===== config.mk =====
export PLATFORM = sky130hd
export DESIGN_NAME = control_pipeline_flat
export DESIGN_NICKNAME = d
export VERILOG_FILES = /design/src/rtl/control_pipeline_if.sv /design/src/rtl/control_pipeline.sv /design/src/flat_wrapper.sv
export SDC_FILE = /design/constraint.sdc
export NUM_CORES = 1
export LEC_CHECK = 0
export BUFFER_PORTS_ARGS = -buffer_cell sky130_fd_sc_hd__buf_2
export CORE_MARGIN = 1.5
export CORE_UTILIZATION = 44
export CTS_BUF_LIST = sky130_fd_sc_hd__clkbuf_16
export CTS_CLUSTER_DIAMETER = 80
export DETAILED_ROUTE_END_ITERATION = 10
export MAX_ROUTING_LAYER = met4
export PLACE_DENSITY = 0.82
export SLEW_MARGIN = 30
export SYNTH_ARGS = -nofsm -noshare
export SYNTH_HDL_FRONTEND = slang
export SYNTH_SLANG_ARGS = --single-unit

===== constraint.sdc =====
create_clock -name clk -period 1.4 [get_ports clk]
set_clock_uncertainty 0.15 [all_clocks]
set_input_delay 0 -clock clk [delete_from_list [all_inputs] [get_ports clk]]
set_output_delay 0 -clock clk [all_outputs]
set_load 0.02 [all_outputs]

===== src/rtl/control_pipeline_if.sv =====
// Handshake/bus bundle between the instruction/hazard side and the control pipeline.
// The master drives the Decode inputs and ALU flags; the slave (control_pipeline)
// returns the per-stage control signals.
interface control_pipeline_if #(
  parameter int OPCODEWIDTH  = 4,
  parameter int ALUCTRLWIDTH = 3
);
  logic [OPCODEWIDTH-1:0]  opcodeD;
  logic                    validD;
  logic                    stallD;
  logic                    N;
  logic                    Z;
  logic                    V;
  logic                    C;
  logic                    obtainPCAsR1D;
  logic [ALUCTRLWIDTH-1:0] aluControlE;
  logic                    data2SelectorE;
  logic                    takeBranchE;
  logic                    PCSelectorF;
  logic                    writeDataEnableM;
  logic                    outFlagM;
  logic                    writeEnableW;
  logic                    resultSelectorW;
  logic [3:0]              flagsQ;
  logic                    illegalE;

  modport master (
    output opcodeD, validD, stallD, N, Z, V, C,
    input  obtainPCAsR1D, aluControlE, data2SelectorE, takeBranchE, PCSelectorF,
           writeDataEnableM, outFlagM, writeEnableW, resultSelectorW, flagsQ, illegalE
  );

  modport slave (
    input  opcodeD, validD, stallD, N, Z, V, C,
    output obtainPCAsR1D, aluControlE, data2SelectorE, takeBranchE, PCSelectorF,
           writeDataEnableM, outFlagM, writeEnableW, resultSelectorW, flagsQ, illegalE
  );
endinterface


===== src/rtl/control_pipeline.sv =====
// Pipelined opcode decoder: decodes in Decode, carries the control bundle through
// Execute, Memory and Writeback, owns the NZVC flag register and resolves
// conditional branches in Execute against the registered flags.
module control_pipeline #(
  parameter int OPCODEWIDTH  = 4,
  parameter int ALUCTRLWIDTH = 3
) (
  input logic               clk,
  input logic               reset,
  control_pipeline_if.slave bus
);

  typedef struct packed {
    logic       write_en;
    logic       result_sel;
    logic       mem_write;
    logic       data2_sel;
    logic [2:0] alu;
    logic       out_flag;
    logic       branch;
    logic [2:0] cond;
    logic       flag_write;
    logic       illegal;
  } ctrl_t;

  typedef struct packed {
    logic write_en;
    logic result_sel;
    logic mem_write;
    logic out_flag;
  } mem_ctrl_t;

  typedef struct packed {
    logic write_en;
    logic result_sel;
  } wb_ctrl_t;

  // Branch condition on the registered flags {N,Z,V,C}; codes are opcode[2:0].
  function automatic logic cond_met(input logic [2:0] cc, input logic [3:0] f);
    logic res;
    res = 1'b0;
    case (cc)
      3'b011:  res = 1'b1;           // B
      3'b100:  res = f[2];           // BEQ
      3'b101:  res = ~f[2];          // BNE
      3'b110:  res = f[3] ^ f[1];    // BLT
      3'b111:  res = ~(f[3] ^ f[1]); // BGE
      default: res = 1'b0;
    endcase
    return res;
  endfunction

  ctrl_t     dec;
  ctrl_t     ctrl_e_d, ctrl_e_q;
  mem_ctrl_t ctrl_m_d, ctrl_m_q;
  wb_ctrl_t  ctrl_w_d, ctrl_w_q;
  logic [3:0] flags_d, flags_q;
  logic       take_branch;
  logic [ALUCTRLWIDTH-1:0] alu_ext;

  // ---- Decode stage ----
  // Combinational decode of the Decode-slot opcode; upper opcode bits make it illegal.
  always_comb begin
    dec = '0;
    if ((bus.opcodeD >> 4) != '0) begin
      dec.illegal = 1'b1;
    end else begin
      case (bus.opcodeD[3:0])
        4'h0: begin dec.write_en = 1'b1; dec.result_sel = 1'b1; dec.alu = 3'b110; end
        4'h1: begin dec.mem_write = 1'b1; dec.alu = 3'b110; end
        4'h2: begin dec.write_en = 1'b1; dec.data2_sel = 1'b1; dec.alu = 3'b111; end
        4'h3: begin dec.write_en = 1'b1; dec.alu = 3'b110; end
        4'h4: begin dec.out_flag = 1'b1; dec.alu = 3'b110; end
        4'h5: begin dec.write_en = 1'b1; dec.alu = 3'b000; end
        4'h6: begin dec.write_en = 1'b1; dec.alu = 3'b001; end
        4'h7: begin dec.write_en = 1'b1; dec.alu = 3'b010; end
        4'h8: begin dec.write_en = 1'b1; dec.alu = 3'b011; end
        4'h9: begin dec.write_en = 1'b1; dec.alu = 3'b100; end
        4'hA: begin dec.alu = 3'b001; dec.flag_write = 1'b1; end
        default: begin
          dec.branch    = 1'b1;
          dec.data2_sel = 1'b1;
          dec.alu       = 3'b000;
          dec.cond      = bus.opcodeD[2:0];
        end
      endcase
    end
  end

  // ---- Decode -> Execute boundary ----
  // Execute load priority: taken branch flushes, then stall/invalid inject a bubble.
  always_comb begin
    take_branch = ctrl_e_q.branch & cond_met(ctrl_e_q.cond, flags_q);
    ctrl_e_d    = '0;
    if (!take_branch && !bus.stallD && bus.validD) begin
      ctrl_e_d = dec;
    end
  end

  // ---- Execute -> Memory and Memory -> Writeback boundaries ----
  // Memory and Writeback always advance; CMP updates the flags from the live ALU outputs.
  always_comb begin
    ctrl_m_d.write_en   = ctrl_e_q.write_en;
    ctrl_m_d.result_sel = ctrl_e_q.result_sel;
    ctrl_m_d.mem_write  = ctrl_e_q.mem_write;
    ctrl_m_d.out_flag   = ctrl_e_q.out_flag;
    ctrl_w_d.write_en   = ctrl_m_q.write_en;
    ctrl_w_d.result_sel = ctrl_m_q.result_sel;
    flags_d             = flags_q;
    if (ctrl_e_q.flag_write) begin
      flags_d = {bus.N, bus.Z, bus.V, bus.C};
    end
  end

  // Stage and flag registers; reset loads bubbles and clears the flags.
  always_ff @(posedge clk) begin
    if (reset) begin
      ctrl_e_q <= '0;
      ctrl_m_q <= '0;
      ctrl_w_q <= '0;
      flags_q  <= '0;
    end else begin
      ctrl_e_q <= ctrl_e_d;
      ctrl_m_q <= ctrl_m_d;
      ctrl_w_q <= ctrl_w_d;
      flags_q  <= flags_d;
    end
  end

  // Zero-extend the 3-bit ALU code onto the configurable control bus.
  always_comb begin
    alu_ext      = '0;
    alu_ext[2:0] = ctrl_e_q.alu;
  end

  assign bus.obtainPCAsR1D    = dec.branch;
  assign bus.aluControlE      = alu_ext;
  assign bus.data2SelectorE   = ctrl_e_q.data2_sel;
  assign bus.takeBranchE      = take_branch;
  assign bus.PCSelectorF      = take_branch;
  assign bus.illegalE         = ctrl_e_q.illegal;
  assign bus.writeDataEnableM = ctrl_m_q.mem_write;
  assign bus.outFlagM         = ctrl_m_q.out_flag;
  assign bus.writeEnableW     = ctrl_w_q.write_en;
  assign bus.resultSelectorW  = ctrl_w_q.result_sel;
  assign bus.flagsQ           = flags_q;

endmodule


===== src/flat_wrapper.sv =====
// flat-port wrapper written by rule: the top's interface ports become plain ports
module control_pipeline_flat 
#(
  parameter int OPCODEWIDTH  = 4,
  parameter int ALUCTRLWIDTH = 3
)
  (clk, reset, bus_opcodeD, bus_validD, bus_stallD, bus_N, bus_Z, bus_V, bus_C, bus_obtainPCAsR1D, bus_aluControlE, bus_data2SelectorE, bus_takeBranchE, bus_PCSelectorF, bus_writeDataEnableM, bus_outFlagM, bus_writeEnableW, bus_resultSelectorW, bus_flagsQ, bus_illegalE);
  control_pipeline_if #(.OPCODEWIDTH(OPCODEWIDTH), .ALUCTRLWIDTH(ALUCTRLWIDTH)) bus_i ();
  input logic clk;
  input logic reset;
  input wire logic [$bits(bus_i.opcodeD)-1:0] bus_opcodeD;
  input wire logic [$bits(bus_i.validD)-1:0] bus_validD;
  input wire logic [$bits(bus_i.stallD)-1:0] bus_stallD;
  input wire logic [$bits(bus_i.N)-1:0] bus_N;
  input wire logic [$bits(bus_i.Z)-1:0] bus_Z;
  input wire logic [$bits(bus_i.V)-1:0] bus_V;
  input wire logic [$bits(bus_i.C)-1:0] bus_C;
  output wire logic [$bits(bus_i.obtainPCAsR1D)-1:0] bus_obtainPCAsR1D;
  output wire logic [$bits(bus_i.aluControlE)-1:0] bus_aluControlE;
  output wire logic [$bits(bus_i.data2SelectorE)-1:0] bus_data2SelectorE;
  output wire logic [$bits(bus_i.takeBranchE)-1:0] bus_takeBranchE;
  output wire logic [$bits(bus_i.PCSelectorF)-1:0] bus_PCSelectorF;
  output wire logic [$bits(bus_i.writeDataEnableM)-1:0] bus_writeDataEnableM;
  output wire logic [$bits(bus_i.outFlagM)-1:0] bus_outFlagM;
  output wire logic [$bits(bus_i.writeEnableW)-1:0] bus_writeEnableW;
  output wire logic [$bits(bus_i.resultSelectorW)-1:0] bus_resultSelectorW;
  output wire logic [$bits(bus_i.flagsQ)-1:0] bus_flagsQ;
  output wire logic [$bits(bus_i.illegalE)-1:0] bus_illegalE;
  assign bus_i.opcodeD = bus_opcodeD;
  assign bus_i.validD = bus_validD;
  assign bus_i.stallD = bus_stallD;
  assign bus_i.N = bus_N;
  assign bus_i.Z = bus_Z;
  assign bus_i.V = bus_V;
  assign bus_i.C = bus_C;
  assign bus_obtainPCAsR1D = bus_i.obtainPCAsR1D;
  assign bus_aluControlE = bus_i.aluControlE;
  assign bus_data2SelectorE = bus_i.data2SelectorE;
  assign bus_takeBranchE = bus_i.takeBranchE;
  assign bus_PCSelectorF = bus_i.PCSelectorF;
  assign bus_writeDataEnableM = bus_i.writeDataEnableM;
  assign bus_outFlagM = bus_i.outFlagM;
  assign bus_writeEnableW = bus_i.writeEnableW;
  assign bus_resultSelectorW = bus_i.resultSelectorW;
  assign bus_flagsQ = bus_i.flagsQ;
  assign bus_illegalE = bus_i.illegalE;
  control_pipeline #(.OPCODEWIDTH(OPCODEWIDTH), .ALUCTRLWIDTH(ALUCTRLWIDTH)) u_core (.clk(clk), .reset(reset), .bus(bus_i));
endmodule

Yosys cells after proc, flatten, opt, wreduce, memory -nomap -nowiden:

Cells that the tools add are included.

* add/sub/neg operators: 0
* bitwise operators: 5
* multiplexer cells: 9
* multipliers: 0
* magnitude comparators: 0
* shift-type cells: 0
* div/mod/pow operators: 0
* eq/ne operators: 15
* reductions and logical operators: 12

Operators with widths (number)
* $pmux W3 S6: 1
* $eq A4 B3 Y1 const B: 4
* $reduce_or A13 Y1: 1
* $eq A3 B3 Y1 const B: 4
* $eq A4 B4 Y1 const B: 3
* $reduce_or A11 Y1: 1
* $reduce_or A10 Y1: 1
* $eq A4 B2 Y1 const B: 2
* $reduce_or A8 Y1: 1
* $mux W1: 6
* $pmux W1 S5: 1
* $eq A4 B1 Y1 const B: 1
* $logic_not A4 Y1: 1
* $mux W4: 1
* $reduce_or A2 Y1: 2
* $reduce_or A4 Y1: 1
* $eq A3 B2 Y1 const B: 1
* $not A1 Y1: 3
* $logic_and A1 B1 Y1: 2
* $logic_not A1 Y1: 2
* $and A1 B1 Y1: 1
* $xor A1 B1 Y1: 1

* output and inout port bits: 16
* RAM bits: 0
* memory bits (read-only): 0
* flip-flop bits (word level): 24
* latch bits: 0
* memories: 0

Logic depth before layout (Yosys ltp):

Gate-level depths: netlist (run 1).

* word-level depth: 9
* depth in mapped cells: 5
* mapped depth without buffers: 4

Least setup slack after synthesis (run 1):

OpenSTA, ideal clock, no wires.

* kind: register to register
* start point: reg u_core.flags_q[3], in the netlist u_core.bus.flagsQ[3]
* end point: reg u_core.ctrl_e_q (netlist bit u_core.bus.aluControlE[0])
* path buffers: 1
* arrival: 1.426 ns
* period minus slack after synthesis: 1.706 ns
* stages on the path, launching flop included: 6
* slack: -0.306 ns
* path through: dfxtp_1 -> xnor3_1 -> and3_4 -> a21oi_4 -> buf_6 -> nor3_2

* cells in the longest elaborated chain, start to end: 9

Ends and longest elaborated chain
* from (decl): line control_pipeline.sv:57 `logic [3:0] flags_d, flags_q;`
* from (signal assigned): line control_pipeline.sv:126 `flags_q <= flags_d;`
* $xor A1 B1 Y1 *: line control_pipeline.sv:46, control_pipeline.sv:47
* $not A1 Y1: line control_pipeline.sv:47 `3'b111: res = ~(f[3] ^ f[1]);`
* $pmux W1 S5 *: line control_pipeline.sv:42 `case (cc)`
* $and A1 B1 Y1 *: line control_pipeline.sv:93 `take_branch = ctrl_e_q.branch & cond_met(ctrl_e_q.cond, flags_q);`
* named net bus_PCSelectorF: line flat_wrapper.sv:22 `output wire logic [$bits(bus_i.PCSelectorF)-1:0] bus_PCSelectorF;`
* $logic_not A1 Y1 *: line control_pipeline.sv:95 `if (!take_branch && !bus.stallD && bus.validD) begin`
* $logic_and A1 B1 Y1 * (2 in a row): line control_pipeline.sv:95
* $not A1 Y1 (no line) *
* $reduce_or A2 Y1 (no line) *
* to (signal assigned): line control_pipeline.sv:123 `ctrl_e_q <= ctrl_e_d;`
* to (decl): line control_pipeline.sv:54 `ctrl_t ctrl_e_d, ctrl_e_q;`

The timed path passes the listed nets; every way through them passes the cells marked *.
A chain may end at the register's enable or synchronous reset.

Worst setup path after layout (run 1):

* start point: reg u_core.ctrl_e_q[2] in the netlist's numbering
* end point: out bus_takeBranchE

* cells in the longest elaborated chain, start to end: 3
* elaborated cells on any way between the ends: 7
* classes of those cells: eq/ne (5); mux (1); bitwise (1)

Ends and longest elaborated chain
* $eq A3 B3 Y1 or $eq A3 B2 Y1 (tied branches): line control_pipeline.sv:42
* $pmux W1 S5 *: line control_pipeline.sv:42
* $and A1 B1 Y1 *: line control_pipeline.sv:93
* to (decl): line flat_wrapper.sv:21 `output wire logic [$bits(bus_i.takeBranchE)-1:0] bus_takeBranchE;`

Every way passes the cells marked *; elsewhere a longest branch is shown, timed or not.

==> key figures, run 1 <==
Synth
  • Mean instance size in the synthesized netlist: 9.84 sq um
  • Cell variety after synth: 30
  • Number of nets in the synthesized netlist: 109
  • Most numerous cell types in the synthesized netlist: dfxtp_1, nor2_1, nand2_1
  • Cell area after synthesis: approximately 950 sq um
  • Async SR Flop Fraction: 0
  • Cell type with the largest total area after synthesis: dfxtp_1
  • Synth Register Bits: 23
  • Main flop type after synthesis: dfxtp_1
  • Most common cell in the synthesized netlist: dfxtp_1
  • Gate count after technology mapping: between 90 and 100
  • EDFF count, synth: 0
  • Total of warnings raised by yosys: 0
  • Top cells by area, synth: dfxtp_1, nor2_1, mux2i_1, buf_4, nor2b_1
  • Sequential-to-total area share from yosys stat: 0.482
  • Portion of synthesized cell area occupied by the leading cell type: 0.482

Placement
  • Cells after DPL: between 100 and 150
  • Post-placement setup slack: -0.119 ns
  • Gpl congestion: 0.793
  • Final HPWL DP: between 1 and 1.5 mm
  • Count of port buffers added during placement: 26

CTS
  • Total CTS buffers: 3
  • Clock tree from TritonCTS: built
  • CTS H-tree lvls: 1
  • Cell chosen for the clock root: clkbuf_16
  • Clock slew seen by the registers of the worst setup and hold paths: about 0.06 ns
  • Worst skew pair latency: ~0.25 ns
  • Longest Clk Path Bufs: 2
  • TritonCTS sink count: 23

Route
  • Total vias in the final route: a little under 800
  • Final Routed Wirelength: slightly below 2 mm
  • Iter 0 DRT Violations: 7
  • Routed wire per std cell: 12.3 um
  • Drt pass-1 iters: 4
  • DRC violations left: 0
  • Avg Vias per Cell: a little under 5
  • DRT antenna net count: 0

Power
  • Reported leakage power: between 0.5 and 0.6 nW
  • Maximum resistive drop on vdd: 659 uV
  • Power density of the placed cells: 1010 nW/um^2
  • Combinational cell fraction of total power: 0.087
  • Design Power: between 1 and 1.5 mW
  • Net switching fraction of the power: 0.204
  • Internal power: ~1.1 mW
  • Power spent charging and discharging nets: ~280 uW
  • Sequential Power Share: 0.477
  • Relative contribution of the clock network to total power: 0.436

STA
  • Max-slew violation count: 0
  • Count of endpoints failing setup in the final report: 15
  • Max Freq: around 0.6 GHz
  • Tcrit/Tclk final: 1.19
  • Final setup slack of the worst path: -0.265 ns
  • RSZ-0062 raised after global routing: yes
  • Hold violation count in the final report: 0
  • Minimum period implied by the final worst setup slack: approximately 1.7 ns

Worst setup path
  • Crit path kind: flip-flop to output pin
  • Slowest stage cell on the critical path: xnor3_1
  • Chain of cells forming the critical path: xnor3_1, and3_4, a21oi_4, buf_6, buf_6
  • CP required: about 1.3 ns
  • CP Launch Type: flip-flop
  • Critical Path Sink Type: output pin
  • Largest fanout of any net on the critical path: 4
  • Most numerous cell on the critical path: buf_6
  • Buffer and inverter count on the worst path: 2
  • Arrival time worst endpoint: about 1.5 ns
  • Cell family with most CP delay: XOR/XNOR gates
  • Largest stage delay on the critical path: approximately 0.38 ns

Cells and area
  • Utilization of the core after routing: 0.685
  • Non-filler instance count after layout: approximately 160
  • # nets final: ~150
  • Filler cell count in the final layout: 158
  • Count of inserted antenna diode cells: 0
  • Area growth from synthesis to final layout: 43.6%
  • Proportion of layout cells with a drive suffix above 1: 0.422
  • Area of combinational cells with multiple inputs: between 400 and 500 sq um
  • Register cell area after layout: 473 sq um

Status
  • Run status: complete, but fails checks
  • Violations in the final reports: negative setup slack

Floorplanning
  • Horiz. Die Dim: around 50 um
  • Top Ports: 28
  • Area of the core region: 2000 sq um
  • Die area: between 2000 and 2500 sq um
  • Die Height: between 40 and 50 um
  • Starting Density: 0.477
  • Standard-cell rows: 16

Global route
  • Number of global-route vias before repair: ~750
  • First-pass GRT wire length: approximately 3.2 mm
  • Overall global routing resource usage: 0.179
  • Pin count of the biggest net entering global routing: 14
  • Antenna violations before repair: 0
  • Global route overflow: 0

Flow run
  • Number of max-cap violations: 0

Worst hold path
  • Type of the tightest min-delay check: input port to flip-flop
==> routing by layer <==
metal  part of all wire  vias up  wire [um]  global-route usage
met5                  0        -          0                   -
met4              0.018        0         35              0.0926
met3              0.056        5        112              0.0485
met2               0.51       24       1010               0.320
met1               0.42      352        827               0.174
li1                   -      398          -                   -
==> final timing paths <==
kind,from,end,slack (ns),cells past startpoint
worst min-delay path,bus_stallD,u_core.ctrl_e_q[6]$_SDFF_PP0_,0.003,5
worst min register to register,u_core.ctrl_e_q[6]$_SDFF_PP0_,u_core.bus.outFlagM$_SDFF_PP0_,0.28,1
worst max register to register,u_core.ctrl_e_q[2]$_SDFF_PP0_,u_core.ctrl_e_q[2]$_SDFF_PP0_,-0.26,7
worst max-delay path,u_core.ctrl_e_q[2]$_SDFF_PP0_,bus_takeBranchE,-0.26,5
==> worst reg2reg max path, delay by kind of cell (launching register included) <==
family          cells  cell delay (ns)
compound gates      1             0.04
xor+xnor            1             0.35
buf+inv             3             0.38
flops               1             0.33
simple gates        2             0.34
==> cell usage in the layout, fill, tap and decap left out <==
cell type       n
and2b_1         1
a21oi_4         1
dfxtp_2         1
o22ai_1         1
clkbuf_16       3
nor3_2          2
nand3b_1        1
nor4b_1         1
buf_4           7
or4b_1          1
mux2_2          1
nor3_1          1
buf_6           6
and3_4          1
a21oi_1         2
and2_2          1
nand3_1         2
dfxtp_1        19
mux2i_1         4
clkinv_2        1
nand2_1         9
dfxtp_4         3
nand4_1         1
dlygate4sd3_1  11
nor4b_2         1
and2b_2         2
xnor3_1         1
nor2_1         11
conb_1          1
buf_2          22
o21ai_0         2
o211ai_1        3
nor3b_2         5
nor2b_1         6
==> repair_timing <==
item | 4_1_cts | 5_1_grt
pin swaps | 5 | 2
hold endpoints to repair | 18 | 0
setup endpoints to repair | 15 | 16
resized for setup | 9 | 7
hold buffers | 11 | 0
buffers inserted | 3 | 1
==> layout make-up <==
cell class                 instances  share of cell area
clock buffer                       3              0.0547
multi-input combinational         62               0.324
clock inverter                     1             0.00365
tap                               27              0.0246
timing repair buffer              46               0.248
sequential                        23               0.345
==> power groups by stage <==
stage / clock, mW / combinational [mW] / sequential (mW)
2_1_floorplan: 0 / 0.0630 / 0.676
3_3_place_gp: 0 / 0.0880 / 0.674
3_5_place_dp: 0 / 0.0910 / 0.674
4_1_cts: 0.613 / 0.117 / 0.660
5_1_grt: 0.658 / 0.131 / 0.660
6_report: 0.604 / 0.121 / 0.660
==> cells by family (layout without fill, tap and decap cells) <==
| family | after synthesis | count (layout) | synth area share |
|---|---|---|---|
| AOI/OAI and AO/OA | 9 | 9 | 0.0682 |
| DFF | 23 | 23 | 0.482 |
| buffers and inverters | 12 | 50 | 0.0747 |
| other | 1 | 1 | 0.00393 |
| xor gates and xnor gates | 1 | 1 | 0.0236 |
| muxes | 5 | 5 | 0.0537 |
| and+or+nand+nor | 46 | 46 | 0.294 |
==> metrics by stage <==
| step | hold WS [ns] | TNS, ns | instance area, sq um |
|---|---|---|---|
| after detailed placement | 0.0986 | -1.44 | 1100 |
| after CTS | 0.00697 | -2.84 | 1350 |
| final | 0.00314 | -3.10 | 1370 |
| after floorplan | -0.00402 | -0.778 | 967 |
| after global placement | 0.0887 | -0.804 | 1100 |
| after global routing | 0.0198 | -3.94 | 1370 |
==> state kept, by name, summed over array words and instances, names as in the netlist <==
register,cells
u_core.bus.aluControlE,3
u_core.bus.data2SelectorE,1
u_core.bus.resultSelectorW,1
u_core.bus.writeDataEnableM,1
u_core.bus.writeEnableW,1
u_core.bus.flagsQ,4
u_core.bus.outFlagM,1
u_core.ctrl_e_q,9
u_core.ctrl_m_q,2
Note: power is estimated with default switching activity, not from simulation.
==> run 2: changes to the inputs <==
--- a/config.mk
+++ b/config.mk
@@ -5,6 +5,7 @@
 export SDC_FILE = /design/constraint.sdc
 export NUM_CORES = 1
 export LEC_CHECK = 0
+export ABC_AREA = 1
 export BUFFER_PORTS_ARGS = -buffer_cell sky130_fd_sc_hd__buf_2
 export CORE_MARGIN = 1.5
 export CORE_UTILIZATION = 44
@@ -12,7 +13,7 @@
 export CTS_CLUSTER_DIAMETER = 80
 export DETAILED_ROUTE_END_ITERATION = 10
 export MAX_ROUTING_LAYER = met4
-export PLACE_DENSITY = 0.82
+export PLACE_DENSITY = 0.83
 export SLEW_MARGIN = 30
 export SYNTH_ARGS = -nofsm -noshare
 export SYNTH_HDL_FRONTEND = slang
==> run 2 against run 1 <==
The flow now finishes without violations. Sequential cell count did not move. Critical endpoint is now u_core.ctrl_e_q[4]$_SDFF_PP0_. Largest power group unchanged. Clock power about the same. Sequential power is 0.6% higher. Largest cell class unchanged.
==> key figures, run 2 <==
Placement
  • Count of port buffers added during placement: 26 (unchanged)
  • Final HPWL DP: 1.15 mm (was 1.20 mm)
  • Gpl congestion: 0.814 (was 0.793)
  • Post-DP Area: 1040 sq um (was 1100 sq um)

STA
  • Hold violation count in the final report: 0 (unchanged)
  • Max-slew violation count: 0 (unchanged)
  • Max Freq: 0.724 GHz (was 0.601 GHz)
  • Tcrit/Tclk final: 0.987 (was 1.19)
  • Setup TNS after final layout: 0 ns (was -3.10 ns)
  • Minimum period implied by the final worst setup slack: 1.38 ns (was 1.66 ns)
  • RSZ-0062 raised after global routing: yes (unchanged)
  • Final-layout worst hold slack: 0.00805 ns (was 0.00314 ns)
  • Count of endpoints failing setup in the final report: 0 (was 15)

Floorplanning
  • Die area: 2360 sq um (was 2460 sq um)
  • Standard-cell rows: 16 (unchanged)
  • Top Ports: 28 (unchanged)
  • Area of the core region: 1960 sq um (was 2000 sq um)
  • Die Height: 48.6 um (was 49.6 um)
  • Horiz. Die Dim: 48.6 um (was 49.6 um)
  • Starting Density: 0.466 (was 0.477)

Cells and area
  • # nets final: 168 (was 148)
  • Area growth from synthesis to final layout: 40.5% (was 43.6%)
  • Proportion of layout cells with a drive suffix above 1: 0.342 (was 0.422)
  • Highest-count cells in the layout ignoring fill and taps: nor2_1, buf_2, inv_1, dfxtp_1, nand2_1 (was buf_2, dfxtp_1, nor2_1, dlygate4sd3_1, nand2_1)
  • Summed area of non-filler cells in the final layout: 1280 sq um (was 1370 sq um)
  • Most common library cell in the layout ignoring fill and taps: nor2_1 (was buf_2)
  • Utilization of the core after routing: 0.654 (was 0.685)
  • Max FFs per register: 9 (unchanged)
  • Register with the most flip-flops: u_core.ctrl_e_q (unchanged)
  • Count of inserted antenna diode cells: 0 (unchanged)

CTS
  • CTS H-tree lvls: 1 (unchanged)
  • TritonCTS sink count: 23 (unchanged)
  • Total CTS buffers: 3 (unchanged)
  • Worst skew pair latency: 0.25 ns (about the same)
  • Clock tree from TritonCTS: built (unchanged)
  • Longest Clk Path Bufs: 2 (unchanged)
  • Clock slew seen by the registers of the worst setup and hold paths: 0.06 ns (about the same)
  • Cell chosen for the clock root: clkbuf_16 (unchanged)

Synth
  • Cell variety after synth: 23 (was 30)
  • Sequential-to-total area share from yosys stat: 0.504 (was 0.482)
  • Total of warnings raised by yosys: 0 (unchanged)
  • Top cells by area, synth: dfxtp_1, nor2_1, inv_1, nand2_1, buf_4 (was dfxtp_1, nor2_1, mux2i_1, buf_4, nor2b_1)
  • Cell area after synthesis: 913 sq um (was 955 sq um)
  • Most numerous cell types in the synthesized netlist: nor2_1, dfxtp_1, inv_1 (was dfxtp_1, nor2_1, nand2_1)
  • Mean instance size in the synthesized netlist: 7.74 sq um (was 9.84 sq um)
  • Main flop type after synthesis: dfxtp_1 (unchanged)
  • Gate count after technology mapping: 118 (was 97)
  • Portion of synthesized cell area occupied by the leading cell type: 0.504 (was 0.482)
  • Most common cell in the synthesized netlist: nor2_1 (was dfxtp_1)
  • Async SR Flop Fraction: 0 (unchanged)
  • EDFF count, synth: 0 (unchanged)
  • Number of nets in the synthesized netlist: 130 (was 109)
  • Cell type with the largest total area after synthesis: dfxtp_1 (unchanged)
  • Synth Register Bits: 23 (unchanged)

Power
  • Maximum resistive drop on vdd: 844 uV (was 659 uV)
  • Internal power: 1.10 mW (about the same)
  • Combinational cell fraction of total power: 0.090 (was 0.087)
  • Power density of the placed cells: 1080 nW/um^2 (was 1010 nW/um^2)
  • Sequential Power Share: 0.478 (was 0.477)
  • Relative contribution of the clock network to total power: 0.432 (was 0.436)
  • Power spent charging and discharging nets: 287 uW (was 282 uW)
  • Design Power: 1.39 mW (about the same)
  • Reported leakage power: 0.595 nW (was 0.594 nW)
  • Net switching fraction of the power: 0.207 (was 0.204)

Route
  • Iter 0 DRT Violations: 16 (was 7)
  • Drt pass-1 iters: 4 (unchanged)
  • Final Routed Wirelength: 1.94 mm (was 1.99 mm)
  • Routed wire per std cell: 10.6 um (was 12.3 um)
  • DRT antenna net count: 0 (unchanged)
  • Avg Vias per Cell: 4.43 (was 4.81)
  • DRC violations left: 0 (unchanged)
  • Total vias in the final route: 806 (was 779)

Global route
  • Overall global routing resource usage: 0.170 (was 0.179)
  • GRT Max-Usage Layer: met2 (unchanged)
  • Met3 GRT Util: 0.0247 (was 0.0485)
  • Number of global-route vias before repair: 725 (was 747)
  • Global route overflow: 0 (unchanged)
  • Antenna violations before repair: 0 (unchanged)
  • Pin count of the biggest net entering global routing: 14 (unchanged)
  • Met2 usage: 0.306 (was 0.320)
  • Met1 Track Usage GR: 0.156 (was 0.174)
  • First-pass GRT wire length: 2.88 mm (was 3.21 mm)

Worst setup path
  • Arrival time worst endpoint: 1.38 ns (was 1.51 ns)
  • CP Launch Type: input port (was flip-flop)
  • Reg-to-reg setup timing slack: 0.05 ns (was -0.26 ns)
  • CP required: 1.40 ns (was 1.25 ns)
  • Crit path capture: u_core.ctrl_e_q[4]$_SDFF_PP0_ (was bus_takeBranchE)
  • Largest fanout of any net on the critical path: 7 (was 4)
  • Crit path kind: input port to flip-flop (was flip-flop to output pin)
  • Crit Reg-Reg Startpoint: u_core.ctrl_e_q[3]$_SDFF_PP0_ (was u_core.ctrl_e_q[2]$_SDFF_PP0_)
  • Critical Path Sink Type: flip-flop (was output pin)
  • Worst Setup SP: bus_opcodeD[2] (was u_core.ctrl_e_q[2]$_SDFF_PP0_)
  • Reg2reg path depth: 10 (was 7)
  • Terminus of the critical flop-to-flop path: u_core.bus.data2SelectorE$_SDFF_PP0_ (was u_core.ctrl_e_q[2]$_SDFF_PP0_)

Worst hold path
  • Type of the tightest min-delay check: input port to flip-flop (unchanged)

Flow run
  • Number of max-cap violations: 0 (unchanged)

Status
  • Run status: finished clean (was complete, but fails checks)
## run 2: changes by cell type after synthesis, moves of 3 or more
cell      delta
nor2_1      +15
a211oi_1     +3
nor3b_1      -3
inv_1       +22
mux2i_1      -4
nand2_1      +8
nor2b_1      -6
clkbuf_1     -4
## run 2: power by group through the flow
stage | logic (mW) | registers, mW | clock network (mW)
2_1_floorplan | 0.0603 | 0.682 | 0
6_report | 0.124 | 0.664 | 0.601
4_1_cts | 0.119 | 0.665 | 0.614
5_1_grt | 0.135 | 0.665 | 0.628
3_5_place_dp | 0.0952 | 0.679 | 0
3_3_place_gp | 0.0942 | 0.679 | 0
## run 2: critical path, cell delays in order
cell and delay [ns]:
dlygate4sd3_1 0.54, buf_4 0.16, nand2_1 0.08, dlygate4sd3_1 0.55, nor2_1 0.05
## run 2: how the worst min path moves through the flow
stage	start	slack (ns)	depth (start not counted)	to
3_5_place_dp	bus_C	0.12	3	u_core.bus.flagsQ[0]$_SDFFE_PP0P_
5_1_grt	bus_validD	0.01	4	u_core.ctrl_e_q[2]$_SDFF_PP0_
4_1_cts	bus_validD	0.003	4	u_core.ctrl_e_q[2]$_SDFF_PP0_
3_3_place_gp	bus_C	0.10	3	u_core.bus.flagsQ[0]$_SDFFE_PP0P_
2_1_floorplan	bus_opcodeD[1]	-0.02	2	u_core.ctrl_e_q[3]$_SDFF_PP0_
6_report	bus_validD	0.008	4	u_core.ctrl_e_q[2]$_SDFF_PP0_
## run 2: kinds of logic after synthesis
family | synth area share
AND/OR/NAND/NOR | 0.256
buffers and inverters | 0.140
flip-flops | 0.504
AO/OA/AOI/OAI | 0.0959
other | 0.00411
## run 2: per-stage QoR
step	instances	worst slack (ns)
5_1_grt	182	-0.0625
4_1_cts	181	0.00814
3_3_place_gp	165	0.194
2_1_floorplan	118	0.0247
6_report	182	0.0184
3_5_place_dp	165	0.140
## run 2: cell type report
cell class / instances / area (sq um)
Fill cell: 176 / 678
Sequential cell: 23 / 469
Multi-Input combinational cell: 66 / 342
Timing Repair Buffer: 39 / 273
Inverter: 23 / 86.3
Clock buffer: 3 / 75.1
Tap cell: 27 / 33.8
Clock inverter: 1 / 5.00
## run 2: repair_timing
action                     in CTS  in global routing
pin swaps                       0                  4
setup endpoints to repair       2                 14
hold buffers                   11                  0
gates resized for setup         2                 20
buffers inserted                1                  1
hold endpoints to repair       23                  0
## run 2: routing by layer
layer | part of all wire | up-vias | routed length (um)
met5 | 0 | - | 0
met4 | 0.036 | 0 | 69
met3 | 0.037 | 6 | 72
met2 | 0.51 | 24 | 985
met1 | 0.42 | 352 | 808
li1 | - | 424 | -
==> run 3: changes to the inputs <==
--- a/config.mk
+++ b/config.mk
@@ -5,15 +5,14 @@
 export SDC_FILE = /design/constraint.sdc
 export NUM_CORES = 1
 export LEC_CHECK = 0
-export ABC_AREA = 1
 export BUFFER_PORTS_ARGS = -buffer_cell sky130_fd_sc_hd__buf_2
 export CORE_MARGIN = 1.5
-export CORE_UTILIZATION = 44
+export CORE_UTILIZATION = 35
 export CTS_BUF_LIST = sky130_fd_sc_hd__clkbuf_16
 export CTS_CLUSTER_DIAMETER = 80
 export DETAILED_ROUTE_END_ITERATION = 10
 export MAX_ROUTING_LAYER = met4
-export PLACE_DENSITY = 0.83
+export PLACE_DENSITY = 0.7
 export SLEW_MARGIN = 30
 export SYNTH_ARGS = -nofsm -noshare
 export SYNTH_HDL_FRONTEND = slang
==> run 3 against run 2 <==
The flow now finishes with violations (negative setup slack). Clock-buffer cell count unchanged. Final cell count decreased by 8.8%. Design area increased by 8.0%. Power decreased by 0.89%. Utilization decreased by 10 points. Die area increased by 29%. Critical path depth unchanged. Critical endpoint is now bus_PCSelectorF.
==> key figures, run 3 (same netlist as run 1, synthesis figures left out) <==
Floorplanning
  • Starting Density: 0.378 (was 0.466)
  • Top Ports: 28 (unchanged)
  • Die area: 3050 sq um (was 2360 sq um)
  • Area of the core region: 2520 sq um (was 1960 sq um)
  • Horiz. Die Dim: 55.2 um (was 48.6 um)
  • Die Height: 55.2 um (was 48.6 um)
  • Standard-cell rows: 18 (was 16)

STA
  • Count of endpoints failing setup in the final report: 15 (was 0)
  • Max-slew violation count: 0 (unchanged)
  • Max Freq: 0.609 GHz (was 0.724 GHz)
  • Tcrit/Tclk final: 1.17 (was 0.987)
  • Final setup slack of the worst path: -0.242 ns (was 0.0184 ns)
  • Hold violation count in the final report: 0 (unchanged)
  • RSZ-0062 raised after global routing: yes (unchanged)
  • Minimum period implied by the final worst setup slack: 1.64 ns (was 1.38 ns)
  • Setup TNS after final layout: -2.47 ns (was 0 ns)

CTS
  • TritonCTS sink count: 23 (unchanged)
  • CTS H-tree lvls: 1 (unchanged)
  • Total CTS buffers: 3 (unchanged)
  • Longest Clk Path Bufs: 2 (unchanged)
  • Cell chosen for the clock root: clkbuf_16 (unchanged)
  • Worst skew pair latency: 0.25 ns (about the same)
  • Clock tree from TritonCTS: built (unchanged)
  • Clock slew seen by the registers of the worst setup and hold paths: 0.06 ns (about the same)

Global route
  • Antenna violations before repair: 0 (unchanged)
  • First-pass GRT wire length: 3.24 mm (was 2.88 mm)
  • Global route overflow: 0 (unchanged)
  • Overall global routing resource usage: 0.135 (was 0.170)
  • Number of global-route vias before repair: 749 (was 725)
  • Pin count of the biggest net entering global routing: 14 (unchanged)

Route
  • DRC violations left: 0 (unchanged)
  • DRT antenna net count: 0 (unchanged)
  • Iter 0 DRT Violations: 10 (was 16)
  • Total vias in the final route: 768 (was 806)
  • Drt pass-1 iters: 4 (unchanged)
  • Avg Vias per Cell: 4.63 (was 4.43)
  • Final Routed Wirelength: 1.84 mm (was 1.94 mm)
  • Routed wire per std cell: 11.1 um (was 10.6 um)

Worst setup path
  • Crit path kind: flip-flop to output pin (was input port to flip-flop)
  • CP Launch Type: flip-flop (was input port)
  • CP required: 1.25 ns (was 1.40 ns)
  • Arrival time worst endpoint: 1.49 ns (was 1.38 ns)
  • Largest stage delay on the critical path: 0.38 ns (was 0.55 ns)
  • Chain of cells forming the critical path: xnor3_1, and3_4, a21oi_4, buf_6, buf_6 (was dlygate4sd3_1, buf_4, nand2_1, dlygate4sd3_1, nor2_1)
  • Slowest stage cell on the critical path: xnor3_1 (was dlygate4sd3_1)
  • Critical Path Sink Type: output pin (was flip-flop)
  • Most numerous cell on the critical path: buf_6 (was dlygate4sd3_1)
  • Largest fanout of any net on the critical path: 4 (was 7)

Power
  • Reported leakage power: 0.601 nW (was 0.595 nW)
  • Maximum resistive drop on vdd: 754 uV (was 844 uV)
  • Power density of the placed cells: 993 nW/um^2 (was 1080 nW/um^2)

Cells and area
  • Register cell area after layout: 473 sq um (was 469 sq um)
  • Register with the most flip-flops: u_core.ctrl_e_q (unchanged)
  • Area growth from synthesis to final layout: 45.2% (was 40.5%)
  • Proportion of layout cells with a drive suffix above 1: 0.441 (was 0.342)
  • Max FFs per register: 9 (unchanged)
  • Count of inserted antenna diode cells: 0 (unchanged)
  • # nets final: 149 (was 168)
  • Highest-count cells in the layout ignoring fill and taps: buf_2, dfxtp_1, nor2_1 (was nor2_1, buf_2, inv_1, dfxtp_1, nand2_1)
  • Summed area of non-filler cells in the final layout: 1390 sq um (was 1280 sq um)
  • Area of combinational cells with multiple inputs: 457 sq um (was 342 sq um)
  • Most common library cell in the layout ignoring fill and taps: buf_2 (was nor2_1)
  • Filler cell count in the final layout: 235 (was 176)

Placement
  • Gpl congestion: 0.778 (was 0.814)
  • Post-DP Area: 1110 sq um (was 1040 sq um)
  • Post-placement setup slack: -0.145 ns (was 0.140 ns)
  • Final HPWL DP: 1.21 mm (was 1.15 mm)
  • Count of port buffers added during placement: 26 (unchanged)

Flow run
  • Number of max-cap violations: 0 (unchanged)

Status
  • Violations in the final reports: negative setup slack
  • Run status: complete, but fails checks (was finished clean)

Worst hold path
  • Type of the tightest min-delay check: input port to flip-flop (unchanged)
-- run 3: changes by cell type in the layout (fill, tap and decap cells not counted), sizes merged, moves of 2 or more --
cell,change
nand3,-2
o211ai,+2
nor4b,+2
a211oi,-3
nor3b,+4
nor2b,+6
nand2,-10
inv,-23
and2b,+3
nor3,+2
mux2i,+4
nor2,-16
buf,+9
-- run 3: per-stage QoR --
step                utilization  cells  total power, mW  hold WS [ns]
floorplan                     -     97            0.739      -0.00402
global placement          0.439    147            0.762        0.0904
detailed placement        0.439    147            0.766        0.0994
CTS                       0.541    165             1.39       0.00424
global route              0.550    166             1.42        0.0267
finish                    0.550    166             1.38       0.00530
-- run 3: what timing repair did --
action | 4_1_cts | 5_1_grt
pin swaps | 2 | 5
gates resized for setup | 10 | 5
setup buffers | 4 | 1
endpoints found under the setup margin | 14 | 16
hold endpoints to repair | 15 | 0
hold buffers | 10 | 0
gates cloned | 0 | 0
-- run 3: final timing paths --
check,startpoint,endpoint,slack (ns),cells after the start
hold / removal,bus_stallD,u_core.ctrl_e_q[6]$_SDFF_PP0_,0.005,5
hold reg to reg,u_core.ctrl_m_q[2]$_SDFF_PP0_,u_core.bus.resultSelectorW$_SDFF_PP0_,0.29,1
setup reg to reg,u_core.ctrl_e_q[2]$_SDFF_PP0_,u_core.ctrl_e_q[12]$_SDFF_PP0_,-0.23,7
setup / recovery,u_core.ctrl_e_q[2]$_SDFF_PP0_,bus_PCSelectorF,-0.24,5
-- run 3: metal layers --
metal  GRT usage  share of wire  up-vias
li1            -              -      400
met1       0.158           0.44      350
met2       0.224           0.51       16
met3      0.0234          0.045        2
met4      0.0627         0.0076        0
met5           -              0        -
-- run 3: worst max-delay path, delay by kind of cell, from the launching register on --
kind	cells	cell delay (ns)
xor+xnor	1	0.38
flops	1	0.33
buf+inv	2	0.24
simple gates	1	0.16
compound gates	1	0.13
-- run 3: report_power, final --
group | internal (mW) | total (mW) | switching [mW]
Clock | 0.383 | 0.596 | 0.213
Sequential | 0.657 | 0.660 | 0.00288
Combinational | 0.0608 | 0.121 | 0.0598
-- run 3: cell type report --
cell class,count,share of cell area
tap,30,0.0271
clock inverter,1,0.00361
clock buffer,3,0.0542
multi-input combinational,62,0.329
timing repair buffer,47,0.245
sequential,23,0.341
